**src/rtl/fp_add_sequencer.sv**
```systemverilog
`default_nettype none
// ============================================================================
//  Module   : fp_add_sequencer
//  Brief    : Multi-cycle IEEE-754 single-precision adder controller
//             (unpack, align, add, normalize, round), one step per clock.
//  Revision : 1.0 - initial release
// ============================================================================
module fp_add_sequencer #(
   parameter int ALIGN_STEP = 4,
   parameter int STICKY_LIM = 27
) (
   input  logic        clk,
   input  logic        reset_n,
   input  logic        in_valid,
   output logic        in_ready,
   input  logic [31:0] a,
   input  logic [31:0] b,
   output logic        out_valid,
   input  logic        out_ready,
   output logic [31:0] result,
   output logic        overflow,
   output logic        busy
);
   typedef enum logic [2:0] {
      S_IDLE   = 3'd0,
      S_UNPACK = 3'd1,
      S_ALIGN  = 3'd2,
      S_ADD    = 3'd3,
      S_NORM   = 3'd4,
      S_ROUND  = 3'd5,
      S_DONE   = 3'd6
   } stateT;

   localparam logic [31:0] c_QNAN = 32'h7FC0_0000;

   stateT       r_state;
   logic [31:0] r_opA, r_opB;
   logic        r_signA, r_signB;
   logic [9:0]  r_exp;
   logic [7:0]  r_diff;
   logic [26:0] r_mantA, r_mantB;   // {mant24, G, R, S}

   // Unpack: order operands by magnitude so the subtraction never goes negative
   logic        w_swap;
   logic [31:0] w_big, w_small;
   logic [7:0]  w_expBig, w_expSmall, w_unpDiff;
   logic [23:0] w_mantBig, w_mantSmall;
   logic        w_nanIn, w_infBig, w_infSmall;

   assign w_swap      = r_opB[30:0] > r_opA[30:0];
   assign w_big       = w_swap ? r_opB : r_opA;
   assign w_small     = w_swap ? r_opA : r_opB;
   assign w_expBig    = (w_big[30:23] == 8'd0) ? 8'd1 : w_big[30:23];
   assign w_expSmall  = (w_small[30:23] == 8'd0) ? 8'd1 : w_small[30:23];
   assign w_unpDiff   = w_expBig - w_expSmall;
   assign w_mantBig   = {|w_big[30:23], w_big[22:0]};
   assign w_mantSmall = {|w_small[30:23], w_small[22:0]};
   assign w_nanIn     = ((r_opA[30:23] == 8'hFF) && (r_opA[22:0] != 23'd0)) ||
                        ((r_opB[30:23] == 8'hFF) && (r_opB[22:0] != 23'd0));
   assign w_infBig    = (w_big[30:23] == 8'hFF);
   assign w_infSmall  = (w_small[30:23] == 8'hFF);

   logic [3:0]  w_shAmt;
   logic [26:0] w_lostMask, w_aligned;

   assign w_shAmt    = (r_diff > 8'(ALIGN_STEP)) ? 4'(ALIGN_STEP) : r_diff[3:0];
   assign w_lostMask = (27'd1 << w_shAmt) - 27'd1;
   assign w_aligned  = (r_mantB >> w_shAmt) | {26'd0, |(r_mantB & w_lostMask)};

   logic [27:0] w_sum;
   logic [26:0] w_sumNorm, w_normShift;

   assign w_sum       = (r_signA == r_signB) ? ({1'b0, r_mantA} + {1'b0, r_mantB})
                                             : ({1'b0, r_mantA} - {1'b0, r_mantB});
   assign w_sumNorm   = w_sum[27] ? {w_sum[27:2], w_sum[1] | w_sum[0]} : w_sum[26:0];
   assign w_normShift = {r_mantA[25:0], 1'b0};

   logic        w_inc;
   logic [24:0] w_rounded;
   logic [9:0]  w_rndExp;
   logic [23:0] w_rndMant;

   assign w_inc     = r_mantA[2] & (r_mantA[1] | r_mantA[0] | r_mantA[3]);
   assign w_rounded = {1'b0, r_mantA[26:3]} + {24'd0, w_inc};
   assign w_rndExp  = w_rounded[24] ? (r_exp + 10'd1) : r_exp;
   assign w_rndMant = w_rounded[24] ? w_rounded[24:1] : w_rounded[23:0];

   always_ff @(posedge clk) begin
      if (!reset_n) begin
         r_state   <= S_IDLE;
         in_ready  <= 1'b1;
         out_valid <= 1'b0;
         result    <= 32'd0;
         overflow  <= 1'b0;
         busy      <= 1'b0;
      end else begin
         case (r_state)
            S_IDLE: begin
               if (in_valid) begin
                  r_opA    <= a;
                  r_opB    <= b;
                  in_ready <= 1'b0;
                  busy     <= 1'b1;
                  r_state  <= S_UNPACK;
               end
            end
            S_UNPACK: begin
               r_signA <= w_big[31];
               r_signB <= w_small[31];
               r_exp   <= {2'b00, w_expBig};
               r_mantA <= {w_mantBig, 3'b000};
               r_diff  <= w_unpDiff;
               if (w_nanIn || (w_infBig && w_infSmall && (w_big[31] != w_small[31]))) begin
                  result   <= c_QNAN;
                  overflow <= 1'b0;
                  r_state  <= S_DONE;
               end else if (w_infBig) begin
                  result   <= w_big;
                  overflow <= 1'b0;
                  r_state  <= S_DONE;
               end else if (w_unpDiff >= 8'(STICKY_LIM)) begin
                  r_mantB <= {26'd0, |w_mantSmall};
                  r_state <= S_ADD;
               end else begin
                  r_mantB <= {w_mantSmall, 3'b000};
                  r_state <= (w_unpDiff == 8'd0) ? S_ADD : S_ALIGN;
               end
            end
            S_ALIGN: begin
               r_mantB <= w_aligned;
               r_diff  <= r_diff - {4'd0, w_shAmt};
               if (r_diff == {4'd0, w_shAmt})
                  r_state <= S_ADD;
            end
            S_ADD: begin
               if (w_sum == 28'd0) begin
                  result   <= {r_signA & r_signB, 31'd0};
                  overflow <= 1'b0;
                  r_state  <= S_DONE;
               end else begin
                  r_mantA <= w_sumNorm;
                  r_exp   <= w_sum[27] ? (r_exp + 10'd1) : r_exp;
                  // Already normalized (or denormal floor) results skip NORM entirely
                  if (w_sum[27] || w_sum[26] || (r_exp == 10'd1))
                     r_state <= S_ROUND;
                  else
                     r_state <= S_NORM;
               end
            end
            S_NORM: begin
               r_mantA <= w_normShift;
               r_exp   <= r_exp - 10'd1;
               if (w_normShift[26] || (r_exp == 10'd2))
                  r_state <= S_ROUND;
            end
            S_ROUND: begin
               if (w_rndExp >= 10'd255) begin
                  result   <= {r_signA, 8'hFF, 23'd0};
                  overflow <= 1'b1;
               end else begin
                  result   <= {r_signA, (w_rndMant[23] ? w_rndExp[7:0] : 8'd0), w_rndMant[22:0]};
                  overflow <= 1'b0;
               end
               r_state <= S_DONE;
            end
            S_DONE: begin
               if (!out_valid) begin
                  out_valid <= 1'b1;
               end else if (out_ready) begin
                  out_valid <= 1'b0;
                  in_ready  <= 1'b1;
                  busy      <= 1'b0;
                  r_state   <= S_IDLE;
               end
            end
            default: r_state <= S_IDLE;
         endcase
      end
   end
endmodule
`default_nettype wire

```
**config.mk**
```make
export PLATFORM = sky130hd
export DESIGN_NAME = fp_add_sequencer
export DESIGN_NICKNAME = d
export VERILOG_FILES = /design/src/rtl/fp_add_sequencer.sv
export SDC_FILE = /design/constraint.sdc
export NUM_CORES = 1
export LEC_CHECK = 0
export CAP_MARGIN = 15
export CORE_ASPECT_RATIO = 0.7
export CORE_MARGIN = 3
export CORE_UTILIZATION = 40
export CTS_CLUSTER_DIAMETER = 50
export DETAILED_ROUTE_END_ITERATION = 10
export SYNTH_ARGS = -nofsm -noshare
export SYNTH_HDL_FRONTEND = slang
export SYNTH_SLANG_ARGS = --single-unit
```
**constraint.sdc**
```tcl
create_clock -name clk -period 5.2 [get_ports clk]
set_input_delay 0.78 -clock clk [delete_from_list [all_inputs] [get_ports clk]]
set_output_delay 0.78 -clock clk [all_outputs]
set_load 0.1 [all_outputs]
```
==> results of run 1 <==
==> registers in the layout (all words and copies together), names as in the netlist <==
signal     flops
r_diff         8
r_exp         10
r_signB        1
busy           1
out_valid      1
overflow       1
r_opA         32
r_mantB       27
r_signA        1
r_state        3
in_ready       1
result        32
r_opB         32
r_mantA       27
==> final timing paths <==
| check | from | endpoint | slack (ns) |
|---|---|---|---|
| max | r_mantB[2]$_SDFFCE_PN0P_ | result[7]$_SDFFE_PN0P_ | 0.16 |
| min | result[28]$_SDFFE_PN0P_ | result[28]$_SDFFE_PN0P_ | 0.46 |
| max reg2reg | r_mantB[2]$_SDFFCE_PN0P_ | result[7]$_SDFFE_PN0P_ | 0.16 |
| min reg2reg | result[28]$_SDFFE_PN0P_ | result[28]$_SDFFE_PN0P_ | 0.46 |
==> power groups by stage <==
stage	Clock [mW]	Combinational [mW]	Sequential [mW]
2_1_floorplan	0	1.81	1.92
3_3_place_gp	0	2.91	1.94
3_5_place_dp	0	2.92	1.95
4_1_cts	1.36	3.00	1.92
5_1_grt	1.41	3.56	1.95
6_report	1.34	3.32	1.93
==> layer usage <==
metal | GRT usage | share of wire | vias to the layer above | routed length (µm)
met3 | 0.0664 | 0.093 | 31 | 4040
li1 | - | - | 5804 | -
met5 | 0 | 0 | - | 0
met1 | 0.363 | 0.48 | 5886 | 20800
met4 | 0.0466 | 0.012 | 0 | 531
met2 | 0.341 | 0.41 | 560 | 17900
==> timing repair <==
action,CTS,global route
cloned,4,1
setup endpoints to repair,74,110
setup buffers,4,21
resized for setup,21,89
endpoints found under the hold margin,0,0
pin swaps,6,32
==> synthesized netlist by cell type (10+ instances only) <==
cell / n
sky130_fd_sc_hd__dfxtp_1: 39
sky130_fd_sc_hd__a221oi_1: 12
sky130_fd_sc_hd__a21boi_0: 10
sky130_fd_sc_hd__and2_1: 12
sky130_fd_sc_hd__a32o_1: 20
sky130_fd_sc_hd__o31ai_1: 12
sky130_fd_sc_hd__a21oi_1: 91
sky130_fd_sc_hd__o211ai_1: 11
sky130_fd_sc_hd__o21ai_0: 74
sky130_fd_sc_hd__ha_1: 74
sky130_fd_sc_hd__mux2i_1: 77
sky130_fd_sc_hd__nand4_1: 25
sky130_fd_sc_hd__xnor2_1: 63
sky130_fd_sc_hd__nor2_1: 109
sky130_fd_sc_hd__nor4_1: 22
sky130_fd_sc_hd__and3_1: 17
sky130_fd_sc_hd__or3_1: 16
sky130_fd_sc_hd__inv_1: 62
sky130_fd_sc_hd__nor3_1: 20
sky130_fd_sc_hd__mux4_2: 21
sky130_fd_sc_hd__o22ai_1: 33
sky130_fd_sc_hd__xor2_1: 18
sky130_fd_sc_hd__a21o_1: 19
sky130_fd_sc_hd__o221ai_1: 11
sky130_fd_sc_hd__nand3_1: 38
sky130_fd_sc_hd__edfxtp_1: 138
sky130_fd_sc_hd__nand2_1: 134
sky130_fd_sc_hd__clkbuf_1: 69
==> worst max-delay path: stages, from the launching register on <==
cell and delay (ns):
sky130_fd_sc_hd__edfxtp_1 0.41, sky130_fd_sc_hd__or3_1 0.40, sky130_fd_sc_hd__or3_1 0.41, sky130_fd_sc_hd__buf_4 0.18, sky130_fd_sc_hd__o31ai_4 0.20, sky130_fd_sc_hd__xnor2_2 0.14, sky130_fd_sc_hd__ha_2 0.41, sky130_fd_sc_hd__nand4_1 0.12
sky130_fd_sc_hd__or2_2 0.32, sky130_fd_sc_hd__a211oi_2 0.17, sky130_fd_sc_hd__nor3_1 0.12, sky130_fd_sc_hd__o21ba_2 0.22, sky130_fd_sc_hd__xnor2_1 0.17, sky130_fd_sc_hd__or4_4 0.56, sky130_fd_sc_hd__nor4_4 0.32, sky130_fd_sc_hd__buf_4 0.19
sky130_fd_sc_hd__a31oi_4 0.12, sky130_fd_sc_hd__buf_12 0.18, sky130_fd_sc_hd__a32o_1 0.26
==> area by class of cell <==
class	instances	area, µm²
multi-input combinational	1088	8360
tap	427	534
clock inverter	15	168
fill	2900	15400
sequential	177	4920
inverter	62	233
timing repair buffer	275	2420
clock buffer	17	425
==> stage by stage <==
step / worst slack (ns) / total power [mW] / std cells / hold slack (ns) / setup TNS (ns)
after floorplan: 0.0112 / 3.73 / 1407 / 0.578 / 0
after global placement: -0.296 / 4.86 / 1998 / 0.449 / -10.56
after detailed placement: -0.278 / 4.87 / 1998 / 0.454 / -12.86
after CTS: 0.000431 / 6.28 / 2038 / 0.464 / 0
after global routing: -0.0412 / 6.91 / 2061 / 0.493 / -0.873
final: 0.163 / 6.58 / 2061 / 0.460 / 0
==> kinds of logic (layout without fill, tap and decap cells) <==
family | Yosys count | count (layout) | synth area share
AOI/OAI and AO/OA | 382 | 385 | 0.198
xor gates and xnor gates | 81 | 81 | 0.0536
adders and majority gates | 76 | 76 | 0.0730
buffers and inverters | 145 | 369 | 0.0423
DFF | 177 | 177 | 0.372
muxes | 105 | 105 | 0.100
other | 1 | 1 | 0.000283
and+or+nand+nor | 440 | 440 | 0.161
==> metrics.md, run 1 <==
| Metric | Value |
|---|---|
| Design internal power | 3.91 mW |
| Maximum vdd drop | 0.000199 V |
| Number of synthesized flops with an enable pin | 138 |
| Clock latency of the later-clocked register in the worst-skew pair | 0.46 ns |
| Hold Path Depth | 2 |
| Worst-case headroom to the max-slew limit | 0.229 |
| Cell types occupying the most area after synthesis | sky130_fd_sc_hd__edfxtp_1 31%, sky130_fd_sc_hd__ha_1 7.0%, sky130_fd_sc_hd__dfxtp_1 5.9% |
| Synthesized net count | 1551 |
| Mean cell area of the mapped netlist | 9.40 µm² |
| Detailed Routing Iterations Pass 1 | 6 |
| Sequential fraction of the synthesis area | 0.372 |
| Clock root buffer master | sky130_fd_sc_hd__clkbuf_16 |
| Largest net degree at the start of global routing | 74 |
| CTS clk-pin slew, worst paths | 0.07 ns |
| Worst reg-to-reg path cell count | 18 |
| Floorplan die area | 0.0353 mm² |
| Worst Setup End Kind | flip-flop |
| Maximum clock skew at final layout | 0.0111 ns |
| DR WL/cell | 21.0 µm |
| Most common cell after layout, fill and taps aside | sky130_fd_sc_hd__buf_4 |
| Final critical-path share of the clock period | 0.969 |
| Number of sinks driven by the clock tree | 177 |
| Logic pwr share | 0.504 |
| Worst Path Arrival | 5.39 ns |
| Routed wire length | 43300 µm |
| Critical path required time | 5.55 ns |
| Crit start category | flip-flop |
| Net switching power of the design | 2.67 mW |
| Overall track demand over capacity in global routing | 0.240 |
| Setup repair after global routing missed its margin | yes |
| Leftover overflow at the end of global routing | 0 |
| Max Transition Viols Final | 0 |
| Share of synthesized flip-flops with an asynchronous set or reset | 0 |
| Weighted congestion at the end of routability-driven global placement | 0.950 |
| Pleak | 6.50 nW |
| Cells after Synth | 1407 |
| Dominant register cell in the synthesized netlist | sky130_fd_sc_hd__edfxtp_1 |
| Proportion of total power due to net switching | 0.406 |
| Number of register bits inferred by synthesis | 177 |
| I/O pin count | 104 |
| Commonest non-fill, non-tap cells in the layout | 159 x sky130_fd_sc_hd__buf_4, 138 x sky130_fd_sc_hd__edfxtp_1, 132 x sky130_fd_sc_hd__nand2_1, 106 x sky130_fd_sc_hd__nor2_1, 102 x sky130_fd_sc_hd__clkdlybuf4s50_1 |
| Biggest fanout along the worst timing path | 19 |
| Synth warnings | 0 |
| Sequential share of power | 0.293 |
| Number of different library cells in the post-synthesis netlist | 75 |
| Setup Crit Path Kind | flip-flop to flip-flop |
| Number of global-route vias before repair | 11300 |
| Netlist area before placement | 0.0132 mm² |
| First-pass GRT wire length | 65200 µm |
| Detail Route Antenna Nets | 0 |
| Class of the tightest hold or removal check | flip-flop to flip-flop |
| Deepest level of the CTS H-tree | 4 |
| Library cell with the largest summed area after synthesis | sky130_fd_sc_hd__edfxtp_1 |
| Count of vias placed by the detailed router | 12300 |
| Layout overhead on the synthesized area | 29.0% |
| Final layout net count | 1765 |
| Fmax | 0.199 GHz |
| Status | finished clean |
| Starting density of the core | 0.407 |
| Slew at the pin closest to its max-slew limit | 1.15 ns |
| Clock tree from TritonCTS | built |
| Die span in x | 223 µm |
| Average vias per placed instance | 5.96 |
| Site Rows | 55 |
| Total CTS buffers | 17 |
| Die Height | 158 µm |
| Setup-violating endpoint count in the final report | 0 |
| Final hold violation count | 0 |
| Area of all placed cells without fillers | 0.0171 mm² |
| Drt first-iter violations | 1269 |
| Share of the core filled with cells | 0.525 |
| Buffer depth of the longest clock path | 2 |
| Antenna diode count | 0 |
| Fin crit period | 5.04 ns |
| Count of input and output buffers | 103 |
| Number of hold-repair buffers added at the cts stage | 0 |
| Max-cap violations | 0 |
| Initial antenna violation count | 0 |
| Layout cell share with drive strength beyond 1 | 0.203 |
| Ratio of total power to cell area | 386 mW/mm² |
| Placeable core region | 0.0325 mm² |
| Drt drc | 0 |
| Placed inst area | 0.0157 mm² |
| Clock network power share | 0.203 |
| Post-synth top area share | 0.313 |
| Estimated wirelength of the detail-placed design | 32700 µm |
(Power assumes the default switching activity.)
==> run 2: changes to the inputs <==
Settings changed: CORE_MARGIN 3 to 2, CTS_CLUSTER_SIZE set to 30.
==> run 2 against run 1 <==
Net effect:
- routed wire length is 1.5% lower
- power is 1.3% higher
- hold slack better by 0.0017 ns
- sequential power hardly changed
- highest routed layer unchanged
- design area is 0.54% lower
- first-iteration DRC count is 8.0% higher
- critical path type unchanged
==> metrics.md, run 2 (synthesized netlist as in run 1, its figures left out) <==
| Metric | Value |
|---|---|
| Fill cell count | 2913 |
| Commonest non-fill, non-tap cells in the layout | 152 x sky130_fd_sc_hd__buf_4, 138 x sky130_fd_sc_hd__edfxtp_1, 132 x sky130_fd_sc_hd__nand2_1, 105 x sky130_fd_sc_hd__nor2_1, 102 x sky130_fd_sc_hd__clkdlybuf4s50_1 |
| Buffer depth of the longest clock path | 2 |
| Count of input and output buffers | 103 |
| Site Rows | 55 |
| Final hold violation count | 0 |
| Max-cap violations | 0 |
| Total power | 6.66 mW |
| Worst-case headroom to the max-slew limit | 0.265 |
| Detail Route Antenna Nets | 0 |
| Estimated wirelength of the detail-placed design | 32500 µm |
| CTS clk-pin slew, worst paths | 0.08 ns |
| Biggest fanout along the worst timing path | 22 |
| Ratio of total power to cell area | 393 mW/mm² |
| Cells along the critical path | or3_1 > or3_1 > buf_4 > o41ai_2 > xnor2_1 > ha_1 > nand4_1 > buf_4 > nor2_1 > or3_1 > a21boi_1 > xnor2_1 > or4_4 > nor4_4 > buf_4 > a31oi_4 > buf_12 > a32o_1 |
| Slew at the pin closest to its max-slew limit | 1.10 ns |
| Class of the tightest hold or removal check | flip-flop to flip-flop |
| Largest net degree at the start of global routing | 71 |
| Slack of the critical path | 0.168 ns |
| Number of global-route vias before repair | 11100 |
| Count of vias placed by the detailed router | 12200 |
| Die span in x | 221 µm |
| Final layout net count | 1755 |
| Crit start category | flip-flop |
| Setup Crit Path Kind | flip-flop to flip-flop |
| Die Height | 156 µm |
| Drt first-iter violations | 1371 |
| Drt drc | 0 |
| Critical path required time | 5.56 ns |
| Deepest level of the CTS H-tree | 4 |
| Pleak | 6.44 nW |
| Clock latency of the later-clocked register in the worst-skew pair | 0.46 ns |
| Clock tree from TritonCTS | built |
| Max Transition Viols Final | 0 |
| Number of buffers and inverters on the critical path | 4 |
| Maximum vdd drop | 0.000240 V |
| Post-Place Worst Slack | -0.316 ns |
| Clock root buffer master | sky130_fd_sc_hd__clkbuf_16 |
| Worst Setup End Kind | flip-flop |
| Number of hold-repair buffers added at the cts stage | 0 |
| Fin crit period | 5.03 ns |
| Total CTS buffers | 17 |
| First-pass GRT wire length | 64400 µm |
| Maximum clock skew at final layout | 0.0113 ns |
| Layout overhead on the synthesized area | 28.3% |
| Overall track demand over capacity in global routing | 0.240 |
| DR WL/cell | 20.8 µm |
| Average vias per placed instance | 5.97 |
| Layout cell share with drive strength beyond 1 | 0.198 |
| Weighted congestion at the end of routability-driven global placement | 0.933 |
| Slowest library cell on the worst path | sky130_fd_sc_hd__or4_4 |
| Starting density of the core | 0.408 |
| Placeable core region | 0.0324 mm² |
| I/O pin count | 104 |
| Initial antenna violation count | 0 |
| Setup-violating endpoint count in the final report | 0 |
| Share of the core filled with cells | 0.524 |
| Registers with the most flip-flops | r_opA x32, r_opB x32, result x32 |
| Leftover overflow at the end of global routing | 0 |
| Number of sinks driven by the clock tree | 177 |
| Most common cell after layout, fill and taps aside | sky130_fd_sc_hd__buf_4 |
| Detailed Routing Iterations Pass 1 | 5 |
| Final critical-path share of the clock period | 0.968 |
| Status | finished clean |
| Antenna diode count | 0 |
| Floorplan die area | 0.0346 mm² |
| Crit-path leading delay family | simple AND/OR/NAND/NOR gates |
| Critical path's largest stage delay | 0.60 ns |
| Routed wire length | 42600 µm |
| Fmax | 0.199 GHz |
| Worst Path Arrival | 5.39 ns |
-- run 2: through the flow --
stage          instance area [µm²]  hold slack [ns]  instances  setup TNS (ns)
2_1_floorplan                13300            0.578       1407               0
3_3_place_gp                 15700            0.451       1997          -11.25
3_5_place_dp                 15700            0.455       1997          -14.59
4_1_cts                      16400            0.466       2033               0
5_1_grt                      17000            0.484       2051          -0.127
6_report                     17000            0.461       2051               0
-- run 2: worst register-to-register path, stage by stage, from the launching register on --
cell and delay (ns):
sky130_fd_sc_hd__edfxtp_1 0.41, sky130_fd_sc_hd__or3_1 0.39, sky130_fd_sc_hd__or3_1 0.37, sky130_fd_sc_hd__buf_4 0.16, sky130_fd_sc_hd__o41ai_2 0.23, sky130_fd_sc_hd__xnor2_1 0.24, sky130_fd_sc_hd__ha_1 0.34, sky130_fd_sc_hd__nand4_1 0.20
sky130_fd_sc_hd__buf_4 0.16, sky130_fd_sc_hd__nor2_1 0.04, sky130_fd_sc_hd__or3_1 0.43, sky130_fd_sc_hd__a21boi_1 0.21, sky130_fd_sc_hd__xnor2_1 0.15, sky130_fd_sc_hd__or4_4 0.60, sky130_fd_sc_hd__nor4_4 0.22, sky130_fd_sc_hd__buf_4 0.19
sky130_fd_sc_hd__a31oi_4 0.12, sky130_fd_sc_hd__buf_12 0.19, sky130_fd_sc_hd__a32o_1 0.27
-- run 2: cell type report --
class                      instances  area (µm²)  area share
timing repair buffer             268        2410       0.142
tap                              427         534      0.0315
inverter                          62         233      0.0137
multi-input combinational       1085        8250       0.486
sequential                       177        4920       0.290
clock buffer                      17         425      0.0251
clock inverter                    15         189      0.0111
-- run 2: metal layers --
layer | vias to the layer above | wire length, µm | global-route usage
met3 | 40 | 3870 | 0.0499
met1 | 5915 | 20900 | 0.376
met4 | 0 | 550 | 0.0578
met5 | - | 0 | 0
met2 | 516 | 17200 | 0.330
li1 | 5772 | - | -
-- run 2: repair_timing --
item	4_1_cts	5_1_grt
cloned	1	1
setup buffers	3	17
resized for setup	21	78
pin swaps	3	33
endpoints found under the setup margin	84	120
endpoints found under the hold margin	0	0
-- run 2: worst paths after layout --
| path | from | endpoint | slack [ns] | depth (start not counted) |
|---|---|---|---|---|
| setup / recovery | r_mantB[3]$_DFFE_PP_ | result[7]$_SDFFE_PN0P_ | 0.17 | 18 |
| hold / removal | result[22]$_SDFFE_PN0P_ | result[22]$_SDFFE_PN0P_ | 0.46 | 2 |
| setup reg to reg | r_mantB[3]$_DFFE_PP_ | result[7]$_SDFFE_PN0P_ | 0.17 | 18 |
| hold reg to reg | result[22]$_SDFFE_PN0P_ | result[22]$_SDFFE_PN0P_ | 0.46 | 2 |
-- run 2: power by group --
| group | switching [mW] | internal [mW] | leakage [nW] |
|---|---|---|---|
| combinational | 1.84 | 1.52 | 4.56 |
| clock | 0.641 | 0.733 | 0.296 |
| sequential | 0.193 | 1.74 | 1.59 |
